==> src/rtl/std_sec_pkg.sv <==
// Shared Hamming SEC layout for the std_linear_sec encoder/decoder pair.
// Positions are 1-indexed. Power-of-two positions carry even parity, and data
// bits fill the remaining positions in ascending order.
// The helper functions work on fixed maximum widths (P up to SEC_MAX_P), so one
// definition serves every parameterisation of the two blocks.
package std_sec_pkg;

  localparam int P_DEFAULT = 4;
  localparam int K_DEFAULT = (1 << P_DEFAULT) - 1;

  localparam int SEC_MAX_P = 6;
  localparam int SEC_MAX_K = (1 << SEC_MAX_P) - 1;
  localparam int SEC_MAX_N = SEC_MAX_K - SEC_MAX_P;

  function automatic logic sec_is_pow2(input int pos);
    return (pos != 0) && ((pos & (pos - 1)) == 0);
  endfunction

  // 1-indexed codeword position of data bit j (0 if j is out of range)
  function automatic int sec_data_pos(input int j);
    int cnt;
    int res;
    cnt = 0;
    res = 0;
    for (int pos = 1; pos <= SEC_MAX_K; pos++) begin
      if (!sec_is_pow2(pos)) begin
        if ((cnt == j) && (res == 0)) res = pos;
        cnt++;
      end
    end
    return res;
  endfunction

  // Clean codeword for a p-parity-bit code; bits above (1<<p)-1 stay 0
  function automatic logic [SEC_MAX_K-1:0] sec_encode(input logic [SEC_MAX_N-1:0] word,
                                                      input int p);
    logic [SEC_MAX_K-1:0] cw;
    logic                 par;
    int                   k;
    int                   idx;
    k   = (1 << p) - 1;
    cw  = '0;
    idx = 0;
    for (int pos = 1; pos <= SEC_MAX_K; pos++) begin
      if ((pos <= k) && !sec_is_pow2(pos)) begin
        cw[pos-1] = word[idx];
        idx++;
      end
    end
    // parity slots are still 0 here, so including them in the XOR is harmless
    for (int b = 0; b < SEC_MAX_P; b++) begin
      if (b < p) begin
        par = 1'b0;
        for (int pos = 1; pos <= SEC_MAX_K; pos++) begin
          if ((pos <= k) && (((pos >> b) & 1) != 0)) par = par ^ cw[pos-1];
        end
        cw[(1 << b) - 1] = par;
      end
    end
    return cw;
  endfunction

endpackage

==> src/rtl/std_pipe_stage.sv <==
// One-entry valid/ready register slice. It accepts whenever it is empty or its
// content leaves this cycle, giving full throughput with no bubble. up_ready
// is combinational from dn_ready.
module std_pipe_stage #(
  parameter int W = 8
) (
  input  logic         clk,
  input  logic         rst_n,
  input  logic         up_valid,
  output logic         up_ready,
  input  logic [W-1:0] up_data,
  output logic         dn_valid,
  input  logic         dn_ready,
  output logic [W-1:0] dn_data
);

  assign up_ready = !dn_valid || dn_ready;

  // load a new entry (or empty out) whenever the slot advances
  always_ff @(posedge clk or negedge rst_n) begin
    if (!rst_n) begin
      dn_valid <= 1'b0;
      dn_data  <= '0;
    end else if (up_ready) begin
      dn_valid <= up_valid;
      if (up_valid) dn_data <= up_data;
    end
  end

endmodule

==> src/rtl/std_linear_sec_encoder_pipe.sv <==
// Streaming Hamming SEC encoder with a two-stage valid/ready pipeline.
// S1 holds the raw word and any armed injection position. S2 holds the
// finished codeword.
// Optional error injection is enabled by defining STD_SEC_ENCODER_INJECT_EN.
// Without it the injection inputs are ignored, and pending/count read 0.
module std_linear_sec_encoder_pipe
  import std_sec_pkg::*;
#(
  parameter int P     = P_DEFAULT,
  parameter int K     = (1 << P) - 1,
  parameter int N     = K - P,
  parameter int CNT_W = 16
) (
  input  logic             i_clk,
  input  logic             i_rst_n,
  input  logic             i_valid,
  output logic             o_ready,
  input  logic [N-1:0]     i_word,
  output logic             o_valid,
  input  logic             i_ready,
  output logic [K-1:0]     o_codeword,
  input  logic             i_inject_req,
  input  logic [P-1:0]     i_inject_pos,
  output logic             o_inject_pending,
  output logic [CNT_W-1:0] o_inject_count
);

`ifdef STD_SEC_ENCODER_INJECT_EN
  localparam int S1_W = N + P;
  localparam int S2_W = K + 1;
`else
  localparam int S1_W = N;
  localparam int S2_W = K;
`endif

  logic                 s1_valid;
  logic                 s1_ready;
  logic                 s2_ready;
  logic [S1_W-1:0]      s1_in;
  logic [S1_W-1:0]      s1_out;
  logic [S2_W-1:0]      s2_in;
  logic [S2_W-1:0]      s2_out;
  logic [N-1:0]         s1_word;
  logic [SEC_MAX_K-1:0] clean_full;
  logic                 unused_hi;

  assign s1_word    = s1_out[N-1:0];
  assign clean_full = sec_encode(SEC_MAX_N'(s1_word), P);
  assign unused_hi  = ^clean_full;

`ifdef STD_SEC_ENCODER_INJECT_EN
  logic             inj_pending;
  logic [P-1:0]     inj_pos;
  logic [CNT_W-1:0] inj_count;
  logic [P-1:0]     s1_pos;
  logic [K-1:0]     flip;
  logic             req_ok;
  logic             s1_take;
  logic             s2_inj;

  assign req_ok  = i_inject_req && (i_inject_pos != '0) && (int'(i_inject_pos) <= K);
  assign s1_take = i_valid && s1_ready;
  assign s1_pos  = s1_out[N+P-1:N];
  assign s2_inj  = s2_out[K];

  // a new request wins over consumption, so a same-cycle request arms the next word
  always_ff @(posedge i_clk or negedge i_rst_n) begin
    if (!i_rst_n) begin
      inj_pending <= 1'b0;
      inj_pos     <= '0;
    end else if (req_ok) begin
      inj_pending <= 1'b1;
      inj_pos     <= i_inject_pos;
    end else if (s1_take) begin
      inj_pending <= 1'b0;
    end
  end

  assign s1_in = {(inj_pending ? inj_pos : {P{1'b0}}), i_word};

  // one-hot flip mask for the position carried by S1
  always_comb begin
    flip = '0;
    for (int i = 0; i < K; i++) flip[i] = (int'(s1_pos) == (i + 1));
  end

  assign s2_in = {(s1_pos != '0), clean_full[K-1:0] ^ flip};

  // count injected codewords as they leave, saturating at all-ones
  always_ff @(posedge i_clk or negedge i_rst_n) begin
    if (!i_rst_n) begin
      inj_count <= '0;
    end else if (o_valid && i_ready && s2_inj && (inj_count != '1)) begin
      inj_count <= inj_count + 1'b1;
    end
  end

  assign o_inject_pending = inj_pending;
  assign o_inject_count   = inj_count;
`else
  logic unused_inject;

  assign unused_inject    = ^{i_inject_req, i_inject_pos};
  assign s1_in            = i_word;
  assign s2_in            = clean_full[K-1:0];
  assign o_inject_pending = 1'b0;
  assign o_inject_count   = '0;
`endif

  std_pipe_stage #(.W(S1_W)) u_s1 (
    .clk      (i_clk),
    .rst_n    (i_rst_n),
    .up_valid (i_valid),
    .up_ready (s1_ready),
    .up_data  (s1_in),
    .dn_valid (s1_valid),
    .dn_ready (s2_ready),
    .dn_data  (s1_out)
  );

  std_pipe_stage #(.W(S2_W)) u_s2 (
    .clk      (i_clk),
    .rst_n    (i_rst_n),
    .up_valid (s1_valid),
    .up_ready (s2_ready),
    .up_data  (s2_in),
    .dn_valid (o_valid),
    .dn_ready (i_ready),
    .dn_data  (s2_out)
  );

  assign o_ready    = s1_ready;
  assign o_codeword = s2_out[K-1:0];

endmodule
==> config.mk <==
export PLATFORM = sky130hd
export DESIGN_NAME = std_linear_sec_encoder_pipe
export DESIGN_NICKNAME = d
export VERILOG_FILES = /design/src/rtl/std_sec_pkg.sv /design/src/rtl/std_pipe_stage.sv /design/src/rtl/std_linear_sec_encoder_pipe.sv
export SDC_FILE = /design/constraint.sdc
export NUM_CORES = 1
export LEC_CHECK = 0
export CORE_ASPECT_RATIO = 1.25
export CORE_MARGIN = 2
export CORE_UTILIZATION = 43
export CTS_BUF_LIST = sky130_fd_sc_hd__clkbuf_16
export DETAILED_ROUTE_END_ITERATION = 6
export PLACE_DENSITY = 0.76
export SYNTH_ARGS = -nofsm -noshare
export SYNTH_HDL_FRONTEND = slang
export SYNTH_SLANG_ARGS = --single-unit
export TNS_END_PERCENT = 5
==> constraint.sdc <==
create_clock -name i_clk -period 1.5 [get_ports i_clk]
set_input_delay 0.3 -clock i_clk [delete_from_list [all_inputs] [get_ports i_clk]]
set_output_delay 0.3 -clock i_clk [all_outputs]
set_load 0.03 [all_outputs]
* Word-level counts from Yosys, hierarchy flattened *
Index checks and enable logic that the tools add are counted.

operators by class
  bitwise logic cells = 24
  add/sub/neg operators = 0
  multipliers = 0
  eq/ne operators = 0
  mux-type cells = 0
  reduce and logical (&&, ||, !) cells = 6
  shift operators = 0
  div/mod/pow operators = 0
  order comparisons = 0

operators with widths
  kind                 number
  XOR 1 bit            24
  AND reduction 2 bit  2
  logical NOT 1 bit    2
  logical OR 1 bit     2

storage, ports and cells
  bits in read-only memories = 0
  register bits = 28
  bits in writable memories = 0
  memories = 0
  output and inout port bits = 34
  bits in latches = 0

* Logic depth before layout (Yosys ltp) *
Gate-level depths: netlist of the first run.

  depth in word-level cells = 6
  mapped depth = 4

* Cells and area by module *
A second synthesis of the first run with hierarchy kept.

second synthesis, totals
  cells, all modules = 92
  area, all modules = 1520.2 µm²

by module, submodules not included
  module                       cells an instance  seq. area each (µm²)  times used  area an instance (µm²)
  std_pipe_stage at u_s2       35                 400.4                 1           659.4
  std_pipe_stage at u_s1       27                 300.3                 1           514.2
  std_linear_sec_encoder_pipe  30                 0.0                   1           346.6

* Worst setup path before layout of the first run *
No wires, ideal clock.

  kind = flip-flop to flip-flop
  start = register u_s2.dn_valid
  end = register u_s1.dn_data[0]
  required time = 1.375 ns
  setup slack = -0.240 ns
  arrival = 1.616 ns
  cell stages (with the launch flop) = 5
  cell sequence = dfrtp_1 > nand3b_1 > nand2_1 > buf_2 > mux2_2

between the ends
  word-level cells in the longest chain between the ends = 4

RTL lines
  element                         line                               text
  from (decl)                     std_pipe_stage.sv:12               output logic dn_valid,
  from (signal assigned)          std_pipe_stage.sv:25               dn_valid <= up_valid;
  logical NOT 1 bit               std_pipe_stage.sv:17               assign up_ready = !dn_valid || dn_ready;
  logical OR 1 bit (2 in series)  std_pipe_stage.sv:17
  via o_ready                     std_linear_sec_encoder_pipe.sv:17  output logic o_ready,
  AND reduction 2 bit (no line)   n/a
  to (signal assigned)            std_pipe_stage.sv:26               if (up_valid) dn_data <= up_data;
  to (decl)                       std_pipe_stage.sv:14               output logic [W-1:0] dn_data

The timed path passes the listed nets, and every way through them passes these cells.
A chain may end at the register's enable or synchronous reset.

* Worst setup path in the final report of the first run *
  start = register u_s1.dn_data[10]
  end = register u_s2.dn_data[0]

between the ends
  word-level cells in the longest chain between the ends = 1

RTL lines
  element               line                  text
  XOR 1 bit             std_sec_pkg.sv:55     if ((pos <= k) && (((pos >> b) & 1) != 0)) par = par ^ cw[pos-1];
  to (signal assigned)  std_pipe_stage.sv:26
  to (decl)             std_pipe_stage.sv:14

No other way between the ends.

==> flow_summary.toml, run 1 <==
[floorplan]
core_area_um2 = 3170
initial_core_util_pct = 44.5
die_w_um = 55.2
die_area_um2 = 3760
io_pins = 54
die_h_um = 68.0
num_rows = 23

[job]
cap_violations = 0

[clock_network]
ctsRootBufferMaster = "clkbuf_16"
cts_tree = "yes"
clockBufferDepth = 2
cts_made_buffers = 3
insertion_delay_ps = 260
clk_pin_slew_ps = 60
cts.htree.levels = 1
hold_buffers = 0
cts_sinks = 28

[routing]
dr.pass1.iters = 4
vias = 790
wire_per_inst_um = 14.2
ant_nets = 0
drt_iter0_markers = 12
drcViolationCount = 0
detail_route.vias_per_cell = 4.73
drt-total-wl_um = 2370

[run_status]
status = "finished clean"

[finish]
final_cell_mix = "mux2_2 (25), dfrtp_1 (24), conb_1 (17), dlygate4sd2_1 (16), clkdlybuf4s50_1 (14)"
regArea_um2 = 706
fill_cells = 263
multiInputGateArea_um2 = 639
final_layout_size_suffix_gt1_share_pct = 31.5
syn2layout_area_growth_pct = 29.6
layout_commonest_cell = "mux2_2"
diodes = 0
nets = 151
final_area_um2 = 1830
instances_no_fill = 167

[placement]
post-dp-hpwl_um = 1780
dp_cells = 162
place_ws_ps = -210
post_dp_cell_area_um2 = 1740
io_buffer_count = 31
routabilityCongestion = 0.669

[grt]
grt_pass1_vias = 824
grt_max_degree = 29
antenna_found_initial = 0
overflow = 0
track_usage_pct = 13.8
grt_pass1_wl_um = 3990

[sta]
holdWs_ps = 432
fmax_ghz = 0.680
finalCriticalPeriod_ps = 1470
finalHoldViolCount = 0
slew_violations = 0
setup_viol = 0
finalCritPeriodShare_pct = 98.1
rsz0062_at_grt = "true"
skew_ps = 2.88
setup_ws_ps = 28.4

[synth]
synth_cell_types = 14
syn_avg_cell_area_um2 = 15.2
synth-seq-area-share_pct = 49.7
netlist_area_um2 = 1410
synth.ff_latch_count = 28
yosysWarnings = 0
synth_top_area_share_pct = 49.7
synthTopCellsByArea = "dfrtp_1 (50%), mux2_2 (20%), xnor3_1 (11%)"
synth_edf_count = 0
synth-main-ff-cell = "dfrtp_1"
post_synth_inst_count = 93
yosys.area.top_type = "dfrtp_1"
async_reset_ff_share_pct = 100

[pwr]
power_mw = 2.87
static-leakage-power_nw = 0.874
ir_drop_mv = 0.950
p_per_area_nw_per_um2 = 1570

[setup_path]
worstSetupPathType = "reg -> reg"
cp.required_ps = 1640
start_kind = "flip-flop"
path_max_fanout = 4
worstPathArrival_ps = 1610
critPathCaptureType = "flip-flop"

[hold_path]
hp-class = "in -> async"
==> Yosys cell counts (2+ instances only) <==
| cell | n |
|---|---|
| mux2_2 | 25 |
| dfrtp_1 | 28 |
| xnor2_2 | 3 |
| buf_4 | 17 |
| xnor3_1 | 7 |
| nand2_1 | 2 |
| nand2b_1 | 3 |
| buf_2 | 2 |
==> worst paths after layout <==
kind / start / end / cells past startpoint / slack, ps
setup / recovery: u_s1.dn_data[10]$_DFFE_PN0P_ / u_s2.dn_data[0]$_DFFE_PN0P_ / 3 / 30
hold / removal: i_rst_n / u_s1.dn_data[8]$_DFFE_PN0P_ / 2 / 430
setup reg to reg: u_s1.dn_data[10]$_DFFE_PN0P_ / u_s2.dn_data[0]$_DFFE_PN0P_ / 3 / 30
hold reg to reg: u_s2.dn_data[13]$_DFFE_PN0P_ / u_s2.dn_data[13]$_DFFE_PN0P_ / 1 / 500
max in group asynchronous: i_rst_n / u_s1.dn_data[9]$_DFFE_PN0P_ / 2 / 790
min in group i_clk: u_s2.dn_data[13]$_DFFE_PN0P_ / u_s2.dn_data[13]$_DFFE_PN0P_ / 1 / 500
==> cells by family after synthesis <==
family,share of synthesized area [%]
xor gates and xnor gates,16.9
buffers and inverters,10.0
DFF,49.7
muxes,20.7
other,0.266
and+or+nand+nor,2.40
==> per-layer routing <==
layer  wire length [um]  track usage, %  vias up  share of wire [%]
met5                  0               0        -                  0
met4                 41            3.96        0                1.7
met3                141            3.78        4                5.9
met2               1280            25.6       29                 54
met1                909            15.6      400                 38
li1                   -               -      357                  -
==> state kept, by name (all words and copies together) (netlist names) <==
name / cells
u_s2.dn_valid: 1
u_s1.dn_valid: 1
u_s1.dn_data: 11
u_s2.dn_data: 15
==> area by class of cell <==
type | count | area share [%]
clock buffers | 3 | 4.11
clock inverters | 1 | 0.205
inverters | 1 | 0.205
multi-input cells | 61 | 35.0
flip-flops and latches | 28 | 38.6
well taps | 37 | 2.53
repair buffers | 36 | 19.4
==> power breakdown <==
group          switching, mW  internal, mW  leakage, nW
Sequential             0.133         0.943        0.321
Clock                  0.238         0.357       0.0385
Combinational          0.584         0.619        0.514
Total                  0.954          1.92        0.874
==> worst max-delay path: stages, from the launching register on <==
cell and delay [ps]:
dfrtp_2 460, xnor2_4 200, xnor3_1 420, mux2_2 280
==> through the flow <==
step	utilization [%]	setup TNS, ps
after CTS	57.0	0
after global routing	57.7	-53.8
after global placement	55.1	-2270
after detailed placement	55.1	-4030
after floorplan	-	-653
final	57.7	0
==> repair_timing <==
action,in CTS,in global routing
buffers inserted,0,2
hold endpoints to repair,0,0
setup endpoints to repair,17,4
gates resized for setup,17,4
pin swaps,0,1
Power figures use the tool's default switching activity.
==> inputs of run 2 (changes only) <==
ABC_CLOCK_PERIOD_IN_PS = 1500   (was not set)
CORE_UTILIZATION = 44   (was 43)
SYNTH_HIERARCHICAL = 1   (was not set)
==> flow_summary.toml, run 2 <==
[floorplan]
die_w_um = 56.6
initial_core_util_pct = 46.7
die_area_um2 = 3940
die_h_um = 69.7
core_area_um2 = 3250
io_pins = 54
num_rows = 23

[setup_path]
cp.required_ps = 1650
cp_num_buf_inv = 1
path_cells = "xor3_2 > buf_4 > xor3_1 > mux2_4"
crit_family = "XOR/XNOR gates"
path_max_fanout = 4
worstPathArrival_ps = 1680
critPathCaptureType = "flip-flop"
max_stage_delay_ps = 430
worstSetupPathType = "reg -> reg"
start_kind = "flip-flop"
slowest_stage = "dfrtp_2"

[job]
cap_violations = 0

[clock_network]
cts.htree.levels = 1
insertion_delay_ps = 260
cts_tree = "yes"
ctsRootBufferMaster = "clkbuf_16"
hold_buffers = 0
clockBufferDepth = 2
cts_made_buffers = 3
cts_sinks = 28
clk_pin_slew_ps = 70

[finish]
fill_cells = 274
nets = 155
final_cell_mix = "dfrtp_1 (26), mux2_4 (20), conb_1 (17), dlygate4sd2_1 (17), clkdlybuf4s50_1 (13)"
largest_register_ffs = 15
final_area_um2 = 1930
reg_top3 = "u_s2/dn_data (15), u_s1/dn_data (11)"
layout_commonest_cell = "dfrtp_1"
fin_util_pct = 59.4
diodes = 0
instances_no_fill = 171
regMostFlops = "u_s2/dn_data"
syn2layout_area_growth_pct = 27.1
final_layout_size_suffix_gt1_share_pct = 38.8

[sta]
finalCriticalPeriod_ps = 1530
rsz0062_at_grt = "true"
holdWs_ps = 410
setup_tns_ps = -57.1
skew_ps = 3.19
finalCritPeriodShare_pct = 102
slew_violations = 0
setup_ws_ps = -31.2
finalHoldViolCount = 0
setup_viol = 2
fmax_ghz = 0.653

[grt]
overflow = 0
grt_pass1_vias = 869
track_usage_pct = 14.8
antenna_found_initial = 0
grt_pass1_wl_um = 4520
grt_max_degree = 29

[synth]
synth-main-ff-cell = "dfrtp_1"
syn_avg_cell_area_um2 = 16.5
synth.ff_latch_count = 28
synthTopCellsByArea = "dfrtp_1 (46%), mux2_4 (20%), buf_4 (8.4%)"
post_synth_inst_count = 92
synth_cell_types = 15
yosys.area.top_type = "dfrtp_1"
synthTopCellsByCount = "dfrtp_1 (28), mux2_4 (20), buf_4 (17), mux2_2 (6)"
synth_edf_count = 0
netlist_area_um2 = 1520
yosysMostFrequentCell = "dfrtp_1"
async_reset_ff_share_pct = 100
synth_top_area_share_pct = 46.1
synth-seq-area-share_pct = 46.1
yosysWarnings = 6

[pwr]
p_per_area_nw_per_um2 = 1580
static-leakage-power_nw = 0.985
power_mw = 3.05
ir_drop_mv = 0.972

[routing]
vias = 769
drt_iter0_markers = 7
ant_nets = 0
detail_route.vias_per_cell = 4.50
drcViolationCount = 0
drt-total-wl_um = 2600
dr.pass1.iters = 3
wire_per_inst_um = 15.2

[run_status]
failed_checks = "setup timing"
status = "complete, but fails checks"

[placement]
place_ws_ps = -216
routabilityCongestion = 0.698
post_dp_cell_area_um2 = 1830
dp_cells = 165
post-dp-hpwl_um = 1830
io_buffer_count = 31

[hold_path]
hp-class = "in -> async"
==> run 2: cell count changes in the layout (fill, tap and decap cells not counted), moves of 3 or more <==
cell	before	now
buf_4	3	9
mux2_2	25	6
mux2_4	0	20
nand2b_1	3	0
xnor3_1	7	3
==> run 2: timing repair <==
item,4_1_cts,5_1_grt
resized for setup,19,5
endpoints found under the hold margin,0,0
pin swaps,0,3
setup endpoints to repair,21,4
buffers inserted,0,2
==> run 2: path summary, 6_finish.rpt <==
kind / startpoint / to / slack, ps / cells past startpoint
hold reg to reg: u_s2/dn_data[6]$_DFFE_PN0P_ / u_s2/dn_data[6]$_DFFE_PN0P_ / 500 / 1
setup / recovery: u_s1/dn_data[10]$_DFFE_PN0P_ / u_s2/dn_data[3]$_DFFE_PN0P_ / -30 / 4
hold / removal: i_rst_n / u_s2/dn_data[4]$_DFFE_PN0P_ / 410 / 2
min in group i_clk: u_s2/dn_data[6]$_DFFE_PN0P_ / u_s2/dn_data[6]$_DFFE_PN0P_ / 500 / 1
setup reg to reg: u_s1/dn_data[10]$_DFFE_PN0P_ / u_s2/dn_data[3]$_DFFE_PN0P_ / -30 / 4
max in group asynchronous: i_rst_n / u_s1/dn_data[10]$_DFFE_PN0P_ / 810 / 2
==> run 2: cell families (layout without fill, tap and decap cells) <==
kind of cell              after synthesis  count (layout)  share of synthesized area, %
muxes                                  26              26                          24.2
and+or+nand+nor                         6               6                          4.28
DFF                                    28              28                          46.1
other                                   1              17                         0.247
buffers and inverters                  19              45                          11.0
xor gates and xnor gates               12              12                          14.2
==> run 2: layout make-up <==
class                           instances  area, um^2  share of cell area [%]
Clock buffer                            3        75.1                    3.89
Clock inverter                          1        3.75                   0.194
Multi-Input combinational cell         61         734                    38.0
Sequential cell                        28         703                    36.4
Tap cell                               37        46.3                    2.40
Timing Repair Buffer                   41         369                    19.1
==> run 2: power by group <==
part	switching, mW	internal (mW)
clock network	0.242	0.357
logic	0.614	0.751
registers	0.140	0.942
total	0.996	2.05
==> run 2: per-layer routing <==
metal / global-route usage [%] / wire [um] / share of wire [%]
met5: 0 / 0 / 0
met4: 5.56 / 14 / 0.54
met3: 2.99 / 120 / 4.6
met2: 23.8 / 1390 / 53
met1: 19.5 / 1080 / 42
==> run 2: worst reg2reg max path, delay by kind of cell (launching register included) <==
kind	cells	cell delay (ps)
buffers and inverters	1	150
XOR/XNOR	2	570
flip-flops	1	430
multiplexers	1	270
